===== config.mk =====
export PLATFORM = sky130hd
export DESIGN_NAME = fetch_sequencer
export DESIGN_NICKNAME = d
export VERILOG_FILES = /design/src/rtl/seq_pkg.sv /design/src/rtl/pc_next_calc.sv /design/src/rtl/fetch_sequencer.sv
export SDC_FILE = /design/constraint.sdc
export NUM_CORES = 1
export LEC_CHECK = 0
export CAP_MARGIN = 20
export CORE_UTILIZATION = 49
export DETAILED_ROUTE_END_ITERATION = 16
export PLACE_DENSITY = 0.81
export SYNTH_ARGS = -nofsm -noshare
export SYNTH_HDL_FRONTEND = slang
export SYNTH_SLANG_ARGS = --single-unit

===== constraint.sdc =====
create_clock -name CLK -period 3.5 [get_ports CLK]
set_input_delay 0.7 -clock CLK [delete_from_list [all_inputs] [get_ports CLK]]
set_output_delay 0.7 -clock CLK [all_outputs]
set_load 0.02 [all_outputs]

===== src/rtl/seq_pkg.sv =====
// rtl/seq_pkg.sv - shared types and constants for the fetch sequencer
package seq_pkg;

    localparam int PC_W    = 10;
    localparam int INSTR_W = 9;
    localparam int RET_W   = 16;

    localparam logic [2:0] OP_HALT = 3'b110;
    localparam logic [2:0] OP_BR   = 3'b111;

    typedef enum logic [1:0] {
        ST_IDLE  = 2'd0,
        ST_FETCH = 2'd1,
        ST_EXEC  = 2'd2,
        ST_DONE  = 2'd3
    } seq_state_t;

    // Major opcode field of an instruction word
    function automatic logic [2:0] opcode_of(input logic [INSTR_W-1:0] word);
        return word[INSTR_W-1:INSTR_W-3];
    endfunction

endpackage


===== src/rtl/pc_next_calc.sv =====
// rtl/pc_next_calc.sv - combinational next-pc and range-fault calculation
module pc_next_calc
    import seq_pkg::*;
(
    input  logic [PC_W-1:0]    pc,
    input  logic [INSTR_W-1:0] instr,
    input  logic               br_cond,
    output logic [PC_W-1:0]    next_pc,
    output logic               fault
);

    logic          taken;
    logic [4:0]    offset;
    logic [PC_W:0] sum;

    // One extra bit of headroom: both overflow past 1023 and underflow below 0
    // land with the top bit set, so it doubles as the out-of-range flag.
    always_comb begin
        taken  = (opcode_of(instr) == OP_BR) && br_cond;
        offset = instr[4:0];
        sum    = {1'b0, pc} + {{PC_W{1'b0}}, 1'b1};
        if (taken) begin
            if (instr[5]) begin
                sum = {1'b0, pc} + {{(PC_W-4){1'b0}}, offset};
            end else begin
                sum = {1'b0, pc} - {{(PC_W-4){1'b0}}, offset};
            end
        end
        next_pc = sum[PC_W-1:0];
        fault   = sum[PC_W] | (taken && (offset == 5'd0));
    end

endmodule


===== src/rtl/fetch_sequencer.sv =====
// rtl/fetch_sequencer.sv - instruction fetch/issue sequencer with pc range checking
module fetch_sequencer
    import seq_pkg::*;
(
    input  logic               CLK,
    input  logic               init_n,
    input  logic               start,
    input  logic [PC_W-1:0]    start_addr,
    input  logic               imem_ack,
    input  logic [INSTR_W-1:0] imem_data,
    input  logic               br_cond,
    input  logic               ex_done,
    output logic               imem_req,
    output logic [PC_W-1:0]    imem_addr,
    output logic [INSTR_W-1:0] instr,
    output logic               instr_valid,
    output logic [PC_W-1:0]    pc,
    output logic               busy,
    output logic               done,
    output logic               fault,
    output logic [RET_W-1:0]   retire_cnt
);

    seq_state_t      state;
    seq_state_t      state_nx;

    logic            do_start;
    logic            do_latch;
    logic            do_retire;
    logic            do_advance;
    logic            do_fault;
    logic            is_halt;

    logic [PC_W-1:0] calc_pc;
    logic            calc_fault;

    pc_next_calc u_pc_next_calc (
        .pc      (pc),
        .instr   (instr),
        .br_cond (br_cond),
        .next_pc (calc_pc),
        .fault   (calc_fault)
    );

    assign imem_addr = pc;
    assign is_halt   = (opcode_of(instr) == OP_HALT);

    // State register
    always_ff @(posedge CLK) begin
        if (!init_n) begin
            state <= ST_IDLE;
        end else begin
            state <= state_nx;
        end
    end

    // Next-state decode and per-cycle control strobes
    always_comb begin
        state_nx   = state;
        do_start   = 1'b0;
        do_latch   = 1'b0;
        do_retire  = 1'b0;
        do_advance = 1'b0;
        do_fault   = 1'b0;
        imem_req   = 1'b0;
        busy       = 1'b0;
        done       = 1'b0;
        case (state)
            ST_IDLE: begin
                if (start) begin
                    do_start = 1'b1;
                    state_nx = ST_FETCH;
                end
            end
            ST_FETCH: begin
                imem_req = 1'b1;
                busy     = 1'b1;
                if (imem_ack) begin
                    do_latch = 1'b1;
                    state_nx = ST_EXEC;
                end
            end
            ST_EXEC: begin
                busy = 1'b1;
                // HALT always leaves on its first EXEC cycle, so no first-cycle
                // qualifier is needed here.
                if (is_halt) begin
                    do_retire = 1'b1;
                    state_nx  = ST_DONE;
                end else if (ex_done) begin
                    // The datapath has completed the instruction, so it retires
                    // even when the resulting pc would be out of range.
                    do_retire = 1'b1;
                    if (calc_fault) begin
                        do_fault = 1'b1;
                        state_nx = ST_DONE;
                    end else begin
                        do_advance = 1'b1;
                        state_nx   = ST_FETCH;
                    end
                end
            end
            ST_DONE: begin
                done = 1'b1;
                if (start) begin
                    do_start = 1'b1;
                    state_nx = ST_FETCH;
                end
            end
            default: begin
                state_nx = ST_IDLE;
            end
        endcase
    end

    // Program counter, instruction latch, issue pulse, fault flag and retire counter
    always_ff @(posedge CLK) begin
        if (!init_n) begin
            pc          <= '0;
            instr       <= '0;
            instr_valid <= 1'b0;
            fault       <= 1'b0;
            retire_cnt  <= '0;
        end else begin
            instr_valid <= do_latch;
            if (do_start) begin
                pc         <= start_addr;
                fault      <= 1'b0;
                retire_cnt <= '0;
            end
            if (do_latch) begin
                instr <= imem_data;
            end
            if (do_advance) begin
                pc <= calc_pc;
            end
            if (do_fault) begin
                fault <= 1'b1;
            end
            if (do_retire && (retire_cnt != {RET_W{1'b1}})) begin
                retire_cnt <= retire_cnt + {{(RET_W-1){1'b0}}, 1'b1};
            end
        end
    end

endmodule


Word level (Yosys, flattened, before mapping) --
Cells that the tools add are included.
Operators by class: add/subtract/negate cells 4, equal/unequal tests 9, muxes and demuxes 32, bitwise gates (word level) 1, reduce and logical (&&, ||, !) cells 11
Operators with widths (count):
- $mux 16 | 2
- $mux 11 | 2
- $mux 1 | 20
- $mux 10 | 2
- $add 16x1->16 const B | 1
- $ne 16x16->1 const B | 1
- $add 10x1->11 const B | 1
- $add 10x5->11 | 1
- $sub 10x5->11 | 1
- $mux 2 | 5
- $eq 3x3->1 const B | 2
- $pmux 2 s3 | 1
- $reduce_bool 2->1 | 3
- $logic_not 5->1 | 1
- $eq 2x2->1 const B | 2
- $reduce_or 2->1 | 2
- $logic_and 1x1->1 | 3
- $ne 3x3->1 const B | 1
- $reduce_and 3->1 | 1
- $eq 2x1->1 const B | 1
- $logic_not 2->1 | 1
- $ne 2x1->1 const B | 1
- $ne 2x2->1 const B | 1
- $or 1x1->1 | 1
Word-level totals: bits in registers 39, bits of input ports 25

Depth between registers and ports, before layout --
Gate-level depths: netlist of the first run.
word-level depth 9, mapped depth 14

By module --
From an unflattened synthesis of the first run, not the netlist that was laid out.
Second synthesis, totals: cell total of the unflattened synthesis 336, area, all modules 2786.4 um^2
Modules (own cells, without submodules):
- fetch_sequencer | instances 1, cells each 251, area an instance 2109.5 um^2
- pc_next_calc | instances 1, cells each 85, area an instance 676.9 um^2

Worst setup path after synthesis of the first run --
Ideal clock, no wire load.
path type register -> register, start point register instr[0], end point register state[1], setup time 0.129 ns, arrival time 2.911 ns, data required time 3.371 ns, setup slack 0.460 ns, cell stages (with the launch flop) 14, cell sequence dfxtp_1 inv_1 ha_1 nor3b_4 ha_1 mux2i_1 nor2_1 ha_1 a21o_2 a21oi_2 a211oi_1 or3_1 a211oi_1 o32ai_1
Between the ends: word-level cells in the longest chain between the ends 8, elaborated cells on any way between the ends 11
Ends and longest elaborated chain:
- start, declared | RTL line fetch_sequencer.sv:15 | output logic [INSTR_W-1:0] instr,
- start signal, assigned | RTL line fetch_sequencer.sv:132 | instr <= imem_data;
- $sub 10x5->11 / $add 10x5->11 (equally long branches) | RTL line pc_next_calc.sv:26, pc_next_calc.sv:24
- $mux 11 | RTL line pc_next_calc.sv:23 | if (instr[5]) begin
- $mux 11 | RTL line pc_next_calc.sv:22 | if (taken) begin
- $or 1x1->1 (*) | RTL line pc_next_calc.sv:30 | fault = sum[PC_W] | (taken && (offset == 5'd0));
- $mux 2 (*) | RTL line fetch_sequencer.sv:94 | if (calc_fault) begin
- $mux 2 (*) | RTL line fetch_sequencer.sv:90 | end else if (ex_done) begin
- $mux 2 (*) | RTL line fetch_sequencer.sv:87 | if (is_halt) begin
- $pmux 2 s3 (*) | RTL line fetch_sequencer.sv:68 | case (state)
- end signal, assigned | RTL line fetch_sequencer.sv:53 | state <= state_nx;
- end, declared | RTL line fetch_sequencer.sv:24 | seq_state_t state;
Every way passes the cells marked *; elsewhere a longest branch is shown, timed or not. The select of a mux whose other input is x is not followed. A chain may end at the register's enable or synchronous reset.

Worst setup path after layout of the first run --
start point input br_cond, end point register pc[0], in the netlist imem_addr[0]
Between the ends: word-level cells in the longest chain between the ends 8, elaborated cells on any way between the ends 10
Ends and longest elaborated chain:
- start, declared | RTL line fetch_sequencer.sv:11 | input logic br_cond,
- $logic_and 1x1->1 (*) | RTL line pc_next_calc.sv:19 | taken = (opcode_of(instr) == OP_BR) && br_cond;
- $mux 11 / $logic_and 1x1->1 (equally long branches) | RTL line pc_next_calc.sv:22, pc_next_calc.sv:30
- $or 1x1->1 | RTL line pc_next_calc.sv:30
- $mux 1 | RTL line fetch_sequencer.sv:94
- $mux 1 | RTL line fetch_sequencer.sv:90
- $mux 1 | RTL line fetch_sequencer.sv:87
- $mux 1 | RTL line fetch_sequencer.sv:68
- $mux 10 / $reduce_bool 2->1 (equally long branches)
- end signal, assigned | RTL line fetch_sequencer.sv:127 | pc <= start_addr;
- end signal, assigned | RTL line fetch_sequencer.sv:135 | pc <= calc_pc;
- end, declared | RTL line fetch_sequencer.sv:17 | output logic [PC_W-1:0] pc,
Every way passes the cells marked *; elsewhere a longest branch is shown, timed or not.

==> results of run 1 <==
-- worst reg2reg max path: stages (launching register included) --
cell	delay, ns
dfxtp_1	0.39
inv_1	0.12
ha_1	0.23
nor3b_4	0.16
ha_1	0.27
mux2i_1	0.18
nor2_1	0.06
ha_1	0.30
a21o_2	0.26
a21oi_2	0.19
a211oi_1	0.11
buf_4	0.15
or3_1	0.32
a211oi_1	0.30
o32ai_1	0.13
-- routing by layer --
layer	vias up	track usage [%]
met5	-	0
met4	0	8.87
met3	15	4.24
met2	101	42.4
met1	1344	36.5
li1	1377	-
-- worst min path at each step --
| stage | slack (ns) | to | cells past startpoint |
|---|---|---|---|
| after floorplan | 0.48 | state[1] | 2 |
| after CTS | 0.49 | fault | 2 |
| after detailed placement | 0.48 | fault | 2 |
| final | 0.49 | fault | 2 |
| after global routing | 0.51 | fault | 2 |
| after global placement | 0.46 | fault | 2 |
-- report_power, final --
group | total (µW) | internal (µW) | switching (µW)
clock | 297 | 140 | 157
combinational | 994 | 437 | 557
sequential | 604 | 510 | 94.4
total | 1900 | 1090 | 809
-- cell families (layout without fill, tap and decap cells) --
group           after synthesis  in the layout  share of synthesized area, %
buf+inv                      41            112                          7.56
simple gates                127            127                          25.8
fa+ha+maj                    18             18                          8.27
mux                           5              5                          1.91
flops                        39             39                          27.7
compound gates              105            105                          26.9
xor+xnor                      6              6                          1.87
-- flip-flops by register name, indices dropped and copies added, names as in the netlist --
signal       flops
fault            1
imem_addr       10
instr            9
instr_valid      1
retire_cnt      16
state            2
-- stage by stage --
stage / setup slack, ns / cell area, µm² / total power (µW)
after detailed placement: -0.250 / 3590 / 1590
after global routing: 0.0455 / 3680 / 2010
after floorplan: 0.460 / 2810 / 1270
after CTS: 0.0671 / 3670 / 1890
after global placement: -0.113 / 3590 / 1570
final: 0.202 / 3680 / 1900
-- final cells by class --
cell class	count	area, µm²	area share [%]
tap	72	90.1	2.45
multi-input combinational	261	1830	49.6
sequential	39	781	21.2
timing repair buffer	87	838	22.8
clock buffer	7	76.3	2.07
inverter	17	63.8	1.73
clock inverter	1	5.00	0.136
-- cells in the final DEF, fill, tap and decap left out, types with 2 or more instances in the layout --
master and instances:
o211a_1 2, a21o_1 3, ha_1 17, clkdlybuf4s50_1 74, nand2_1 44, a211oi_1 3, a21oi_1 45, nand2b_1 2
mux2i_1 2, clkbuf_8 5, buf_4 13, o21ai_0 5, nand4_1 3, nand3_2 2, or3_1 8, nor2_1 16
nand3_1 20, o211ai_1 3, o21a_1 2, xnor2_1 5, dfxtp_1 39, nor3_1 8, a311oi_2 8, inv_1 16
o21ai_1 12, a31oi_1 5, a21boi_1 2, clkbuf_1 2, and2_1 2, mux2_2 3
-- repair_timing --
item                                    CTS  global route
buffers inserted                          0             1
endpoints found under the setup margin    0             1
hold buffers                              0             0
resized for setup                         0             1
==> results by group, run 1 <==
Run status
  • Outcome: completed

Placed design
  • HPWL Detailed: slightly below 6 mm
  • Port Buffers: 74
  • Routability cong.: 0.972
  • Placed Cells: ~480

Routing
  • Avg Vias per Cell: 5.86
  • Final ANT Viol Nets: 0
  • Drt total wl: 7.65 mm
  • Metal2 WL: approximately 3.6 mm
  • Routed met1 length: 3.46 mm
  • Routed via count: 2,837
  • DR WL met3: approximately 470 µm
  • Top layer reached by signal wires: met4
  • Drt drc: 0
  • DR iter-0 viols: 242
  • WL per Instance: 15.8 µm
  • Drt pass-1 iters: 4

Worst setup path
  • Worst r2r dst: state[1]
  • CP Capture Type: register
  • Required time worst endpoint: 3.67 ns
  • Critical Path AT: 3.47 ns
  • Crit path depth: 10
  • Start point of the critical path: br_cond
  • Crit-path max cell delay: 0.51 ns
  • Reg2reg path depth: 14
  • WP buf/inv: 1
  • Worst path slowest cell: clkdlybuf4s50_1
  • Crit-path cells: clkdlybuf4s50_1, nand4_4, or2_2, fa_1, and2b_1, o2111ai_2, a211o_1, and3_1, nor2_4, a311oi_2
  • Setup crit end: imem_addr[0]
  • Crit Path Max Fanout: 7
  • R2R Setup Slk: 0.20 ns
  • CP delay by family, top: simple AND/OR/NAND/NOR gates
  • Reg-to-reg startpoint: instr[0]
  • Worst setup SP type: primary input
  • Crit Path Category: in2reg

Worst hold path
  • Hold_sp: fault
  • Min-delay worst type: reg2reg

Cells and area
  • Final design utilization: 66.8%
  • Non-filler cells, final: slightly below 500
  • Area growth, synth to finish: 30.8%
  • Share of layout cells above drive strength 1: 12.9%
  • Fillers: approximately 450
  • Nets: 454
  • Antenna diodes: 0

Yosys
  • Mapped cell area: 2810 µm²
  • Synth Net Count: roughly 380
  • Number of flops mapped to enable cells by yosys: 0
  • Main synth FF type: dfxtp_1
  • Top cells by area in the synthesized netlist: dfxtp_1 (28%), a21oi_1 (8.0%), ha_1 (7.6%), nand2_1 (5.9%), a311oi_2 (3.7%)
  • Commonest cells post-synth: a21oi_1 (45), nand2_1 (44), dfxtp_1 (39), nand3_1 (20), ha_1 (17)
  • Number of unique standard cell types used by synthesis: 71
  • Synth warn: 0
  • Biggest area consumer among synthesized cells: dfxtp_1
  • Top-count cell post-synth: a21oi_1
  • Seq/Total Area, Yosys: 27.7%
  • Top cell type's share of synthesized area: roughly 28%
  • Post-synthesis register bit count: 39
  • Syn_area_per_cell: 8.25 µm²
  • Ys async rst share: 0%
  • Gate Count Post-Synth: approximately 340

Power and ir drop
  • Maximum VDD drop: 0.301 mV
  • PD cells: 515 nW/µm²
  • Leak pwr: 0.00139 µW

STA
  • Final Critical Period: 3.30 ns
  • Final TNS setup: 0 ns
  • Setup violations, final: 0
  • Worst-Margin Slew: 0.715 ns
  • RSZ-0062 raised after global routing: false
  • Final cycle utilization of the critical path: 94.2%
  • Fmax: 303 MHz
  • Post-route clock skew: between 0.006 and 0.007 ns
  • Fin. Hold Viols: 0
  • Slew HR: 52.4%
  • Slew Limit Fails: 0
  • Worst hold slack: just under 0.5 ns

Clock network
  • CTS tree: done
  • Max clock buf depth: 2
  • H-tree depth: 2
  • Clock Latency Late Sink: 0.30 ns
  • Reg clk slew, reported paths: roughly 0.08 ns
  • CTS root buffer: clkbuf_8
  • Clock Sinks: 39
  • Total CTS buffers: 5

GRT
  • GRT Resource Usage Total: 26.7%
  • First-pass GRT wire length: 12.7 mm
  • Vias in the first global route: 2,678
  • Largest net degree at the start of global routing: 22
  • Antenna violations before repair: 0
  • GRT overflow: 0

Run
  • # Max-Cap Violations: 0

Die
  • Die Wd: 77.8 µm
  • Chip height: 77.8 µm
  • Initial Util: 51.1%
  • Ports: between 70 and 80
  • Core Rows: 27
  • Core area: 5510 µm²
  • Die area: 6050 µm²
No activity file was read; power rests on OpenSTA's default activity.
==> run 2: changes to the inputs <==
Settings changed: CORE_ASPECT_RATIO from default to 0.9.
==> results by group, run 2 (synthesis results as in run 1) <==
Run status
  • Outcome: completed

Placed design
  • Placed cell areas: 3620 µm² (+1.1%)
  • Pre-CTS setup slack: -0.126 ns (+0.124 ns)
  • Routability cong.: 0.885 (-8.9%)
  • HPWL Detailed: 5.79 mm (-1.3%)
  • Port Buffers: 74 (unchanged)
  • Placed Cells: 476 (+0.21%)

Worst setup path
  • Critical Path AT: 3.49 ns (+0.02 ns)
  • Worst setup SP type: primary input
  • Required time worst endpoint: 3.65 ns (-0.02 ns)
  • CP Capture Type: register
  • Worst path slowest cell: clkdlybuf4s50_1
  • Crit Path Category: in2reg
  • Crit Path Max Fanout: 7 (unchanged)
  • Crit-path max cell delay: 0.50 ns (about the same)
  • Crit-path cells: clkdlybuf4s50_1, nand4_4, or2_2, fa_1, and2b_1, o2111ai_2, a211o_1, and3_1, nor2_4, a311oi_2

Die
  • Die area: 6050 µm² (about the same)
  • Die Wd: 81.9 µm (+5.3%)
  • Core area: 5380 µm² (-2.3%)
  • Initial Util: 52.3% (+1.2 points)
  • Core Rows: 25 (-7.4%)
  • Chip height: 73.9 µm (-5.0%)
  • Ports: 75 (unchanged)

Routing
  • Avg Vias per Cell: 5.96 (+1.7%)
  • WL per Instance: 16.1 µm (+1.9%)
  • DR iter-0 viols: 194 (-20%)
  • Top layer reached by signal wires: met4
  • Metal2 WL: 3.68 mm (+2.4%)
  • DR WL met3: 618 µm (+32%)
  • Final ANT Viol Nets: 0 (unchanged)
  • Routed via count: 2,886 (+1.7%)
  • Drt drc: 0 (unchanged)
  • Drt total wl: 7.79 mm (+1.9%)
  • Routed met1 length: 3.42 mm (-1.2%)
  • Drt pass-1 iters: 5 (+1)

Clock network
  • Hold buffers post-CTS: 0 (unchanged)
  • Clock Sinks: 39 (unchanged)
  • Max clock buf depth: 2 (unchanged)
  • CTS tree: done
  • Post-CTS Setup Bufs: 0 (unchanged)
  • CTS root buffer: clkbuf_8
  • Reg clk slew, reported paths: 0.08 ns (about the same)
  • PostCTS Resize Cnt: 0 (unchanged)
  • H-tree depth: 2 (unchanged)
  • Clock Latency Late Sink: 0.29 ns (about the same)
  • Total CTS buffers: 5 (unchanged)

Cells and area
  • Antenna diodes: 0 (unchanged)
  • Largest Register: retire_cnt
  • Area growth, synth to finish: 33.0%
  • Non-filler cells, final: 484 (unchanged)
  • Leading cell type in the layout, fill and taps excluded: clkdlybuf4s50_1
  • Nets: 459 (+1.1%)
  • Most frequent cells in the layout: clkdlybuf4s50_1 (74), a21oi_1 (45), nand2_1 (44)
  • Share of layout cells above drive strength 1: 14.1% (+1.3 points)
  • Largest register FFs: 16 (unchanged)
  • Finished Cell Area: 3740 µm² (+1.7%)

STA
  • Fin. Hold Viols: 0 (unchanged)
  • Slew HR: 54.0% (+1.7 points)
  • Fmax: 299 MHz (-1.3%)
  • Setup violations, final: 0 (unchanged)
  • Worst setup margin: 0.159 ns (-0.0431 ns)
  • Post-route clock skew: 0.00433 ns (-0.00212 ns)
  • Final cycle utilization of the critical path: 95.5% (+1.2 points)
  • Final Critical Period: 3.34 ns (+0.0431 ns)
  • RSZ-0062 raised after global routing: false
  • Worst-Margin Slew: 0.689 ns (-0.0253 ns)
  • Slew Limit Fails: 0 (unchanged)

Run
  • # Max-Cap Violations: 0 (unchanged)

GRT
  • Antenna violations before repair: 0 (unchanged)
  • GRT overflow: 0 (unchanged)
  • GRT Resource Usage Total: 27.3% (+0.66 points)
  • Vias in the first global route: 2,695 (+0.63%)
  • First-pass GRT wire length: 12.8 mm (+0.22%)
  • Largest net degree at the start of global routing: 22 (unchanged)

Power and ir drop
  • Leak pwr: 0.00144 µW (+3.0%)
  • PD cells: 534 nW/µm² (+3.7%)
  • Maximum VDD drop: 0.467 mV (+55%)

Worst hold path
  • Min-delay worst type: reg2reg
run 2: cell types whose count changed in the layout (fill, tap and decap cells not counted), sizes merged:
cell	before	now
clkbuf	7	6
bufinv	0	1
buf	13	18
run 2: metrics by stage:
stage | setup TNS, ns | power [µW] | util (%) | hold WS, ns
after global routing | 0 | 2110 | 69.6 | 0.498
after detailed placement | -0.820 | 1590 | 67.4 | 0.469
after global placement | -0.335 | 1570 | 67.4 | 0.463
final | 0 | 2000 | 69.6 | 0.473
after floorplan | 0 | 1270 | - | 0.481
after CTS | 0 | 2000 | 69.6 | 0.480
run 2: final cells by class:
type,count,area (µm²)
clock inverters,2,35.0
repair buffers,92,876
multi-input cells,261,1820
clock buffers,6,82.6
well taps,67,83.8
fillers,439,1640
flip-flops and latches,39,781
inverters,17,63.8
run 2: worst paths after layout:
check / startpoint / to / slack [ns] / depth (start not counted)
worst min-delay path: fault / fault / 0.47 / 2
worst max register to register: instr[0] / state[1] / 0.19 / 14
worst min register to register: fault / fault / 0.47 / 2
worst max-delay path: br_cond / imem_addr[1] / 0.16 / 10
run 2: power by group:
group          total [µW]  switching [µW]  internal (µW)
sequential            600            90.3            510
clock                 399             168            231
combinational        1000             557            443
run 2: critical path, delay by kind of cell:
kind	cells	cell delay (ns)
buffers and inverters	1	0.50
adders and majority gates	1	0.43
AOI/OAI and AO/OA	3	0.67
and+or+nand+nor	5	1.19
run 2: routing by layer:
layer,vias to the layer above,GRT usage [%]
met3,12,5.34
li1,1378,-
met1,1345,37.0
met4,0,5.65
met5,-,0
met2,151,44.7
==> run 3: changes to the inputs <==
Settings changed: CAP_MARGIN 20 to 40, CORE_UTILIZATION 49 to 44, PLACE_DENSITY 0.81 to 0.77.
Clock period 3.5 ns to 3.05 ns, I/O delays scaled along.
==> results by group, run 3 (synthesis results as in run 1) <==
STA
  • Final Critical Period: 3.05 ns
  • RSZ-0062 raised after global routing: true
  • Post-route clock skew: 0.00845 ns (+0.00412 ns)
  • Worst-Margin Slew: 0.927 ns (+0.237 ns)
  • Fin. Hold Viols: 0 (unchanged)
  • Worst hold slack: 0.492 ns (+0.0194 ns)
  • Worst setup margin: -0.00434 ns (-0.164 ns)
  • Setup violations, final: 1 (+1)
  • Slew HR: 37.7% (-16 points)
  • Fmax: 327 MHz
  • Final cycle utilization of the critical path: 100%
  • Slew Limit Fails: 0 (unchanged)

Routing
  • DR iter-0 viols: 199 (+2.6%)
  • Drt total wl: 8.31 mm (+6.6%)
  • Routed via count: 2,916 (+1.0%)
  • WL per Instance: 15.7 µm (-2.2%)
  • Final ANT Viol Nets: 0 (unchanged)
  • Drt pass-1 iters: 5 (unchanged)
  • Drt drc: 0 (unchanged)
  • Avg Vias per Cell: 5.52 (-7.4%)

Cells and area
  • Register area: 783 µm² (+0.32%)
  • Share of layout cells above drive strength 1: 21.8% (+7.6 points)
  • Nets: 483 (+5.2%)
  • Fillers: 545 (+24%)
  • Antenna diodes: 0 (unchanged)
  • Non-filler cells, final: 528 (+9.1%)
  • Largest Register: retire_cnt
  • Most frequent cells in the layout: clkdlybuf4s50_1 (73), a21oi_1 (44), nand2_1 (44)
  • Finished Cell Area: 4020 µm² (+7.4%)
  • Largest register FFs: 16 (unchanged)
  • Area growth, synth to finish: 42.8%
  • Final design utilization: 65.3% (-4.2 points)
  • Leading cell type in the layout, fill and taps excluded: clkdlybuf4s50_1
  • Area of the multi-input gates: 1910 µm² (+5.2%)

Worst setup path
  • Reg-to-reg startpoint: instr[1]
  • CP Capture Type: register
  • Critical Path AT: 3.26 ns (-0.23 ns)
  • Crit-path max cell delay: 0.40 ns (-0.10 ns)
  • Worst r2r dst: imem_addr[3]
  • Reg2reg path depth: 14 (unchanged)
  • WP buf/inv: 3 (+2)
  • Crit-path cells: inv_2, ha_4, nor3b_4, ha_1, mux2i_1, nor2_1, ha_1, buf_4, o2111ai_2, a211o_4, buf_4, nand3_4, a21oi_1, a311oi_2
  • Worst path slowest cell: a211o_4
  • Crit Path Max Fanout: 6 (-1)
  • R2R Setup Slk: -0.004 ns (-0.19 ns)
  • Crit Path Category: reg2reg
  • CP delay by family, top: compound AO/OA/AOI/OAI gates
  • Required time worst endpoint: 3.25 ns (-0.40 ns)
  • Worst setup SP type: register

GRT
  • GRT overflow: 0 (unchanged)
  • First-pass GRT wire length: 12.8 mm (+0.43%)
  • GRT Resource Usage Total: 24.2% (-3.1 points)
  • Largest net degree at the start of global routing: 35 (+59%)
  • Vias in the first global route: 2,630 (-2.4%)
  • Antenna violations before repair: 0 (unchanged)

Die
  • Initial Util: 45.8% (-6.5 points)
  • Core Rows: 27 (+8.0%)
  • Core area: 6150 µm² (+14%)
  • Die area: 6720 µm² (+11%)
  • Ports: 75 (unchanged)
  • Chip height: 77.9 µm (+5.4%)
  • Die Wd: 86.3 µm (+5.4%)

Clock network
  • Clock Latency Late Sink: 0.29 ns (about the same)
  • H-tree depth: 2 (unchanged)
  • CTS tree: done
  • Reg clk slew, reported paths: 0.09 ns (about the same)
  • Clock Sinks: 39 (unchanged)
  • Max clock buf depth: 2 (unchanged)
  • Total CTS buffers: 5 (unchanged)
  • CTS root buffer: clkbuf_8

Worst hold path
  • Hold_sp: fault
  • Hold depth: 2 (unchanged)
  • Min-delay worst type: reg2reg
  • Hold EP: fault

Power and ir drop
  • PD cells: 572 nW/µm² (+7.0%)
  • Maximum VDD drop: 0.301 mV (-36%)
  • Pwr Total: 2300 µW (+15%)
  • Leak pwr: 0.00155 µW (+8.0%)

Placed design
  • Routability cong.: 0.888 (+0.24%)
  • HPWL Detailed: 5.88 mm (+1.6%)
  • Placed Cells: 510 (+7.1%)
  • Placed cell areas: 3750 µm² (+3.6%)
  • Port Buffers: 74 (unchanged)

Run
  • # Max-Cap Violations: 0 (unchanged)

Run status
  • Failing checks: setup timing
  • Outcome: complete, but fails checks
run 3: metal layers:
layer / part of all wire, % / track usage (%)
met5: 0 / 0
met4: 1.1 / 6.33
met3: 6.4 / 5.21
met2: 46 / 38.4
met1: 46 / 33.0
run 3: cell type report:
type                       count  area share, %
multi-input combinational    262           47.6
timing repair buffer         115           26.3
sequential                    39           19.5
tap                           87           2.71
clock buffer                   5           1.71
inverter                      17           1.59
clock inverter                 3          0.592
run 3: worst reg2reg max path, cell delays in order (launching register included):
cell	delay, ns
dfxtp_2	0.34
inv_2	0.07
ha_4	0.14
nor3b_4	0.20
ha_1	0.25
mux2i_1	0.19
nor2_1	0.09
ha_1	0.30
buf_4	0.14
o2111ai_2	0.19
a211o_4	0.40
buf_4	0.17
nand3_4	0.11
a21oi_1	0.11
a311oi_2	0.25
run 3: worst max path at each step:
stage / slack (ns) / cells after the start / start / end
global placement: -0.42 / 10 / br_cond / imem_addr[5]
global route: -0.13 / 15 / instr[1] / imem_addr[6]
floorplan: 0.01 / 13 / instr[0] / state[1]
detailed placement: -0.49 / 10 / br_cond / imem_addr[3]
CTS: 0.01 / 14 / instr[0] / state[1]
finish: -0.004 / 14 / instr[1] / imem_addr[3]
run 3: repair_timing:
action / CTS / global route
resized for setup: 5 / 17
setup buffers: 6 / 3
cloned: 0 / 1
setup endpoints to repair: 12 / 12
pin swaps: 6 / 15
hold buffers: 0 / 0
run 3: report_power, final:
part           switching, µW  total, µW  leakage [µW]  internal [µW]
clock network            214        378     0.0000408            164
registers                101        687      0.000318            586
logic                    679       1230       0.00119            553
run 3: per-stage QoR:
stage           TNS, ns  setup WS [ns]
2_1_floorplan         0         0.0103
3_3_place_gp      -4.44         -0.416
3_5_place_dp      -5.27         -0.494
4_1_cts               0         0.0129
5_1_grt           -1.31         -0.130
6_report       -0.00434       -0.00434
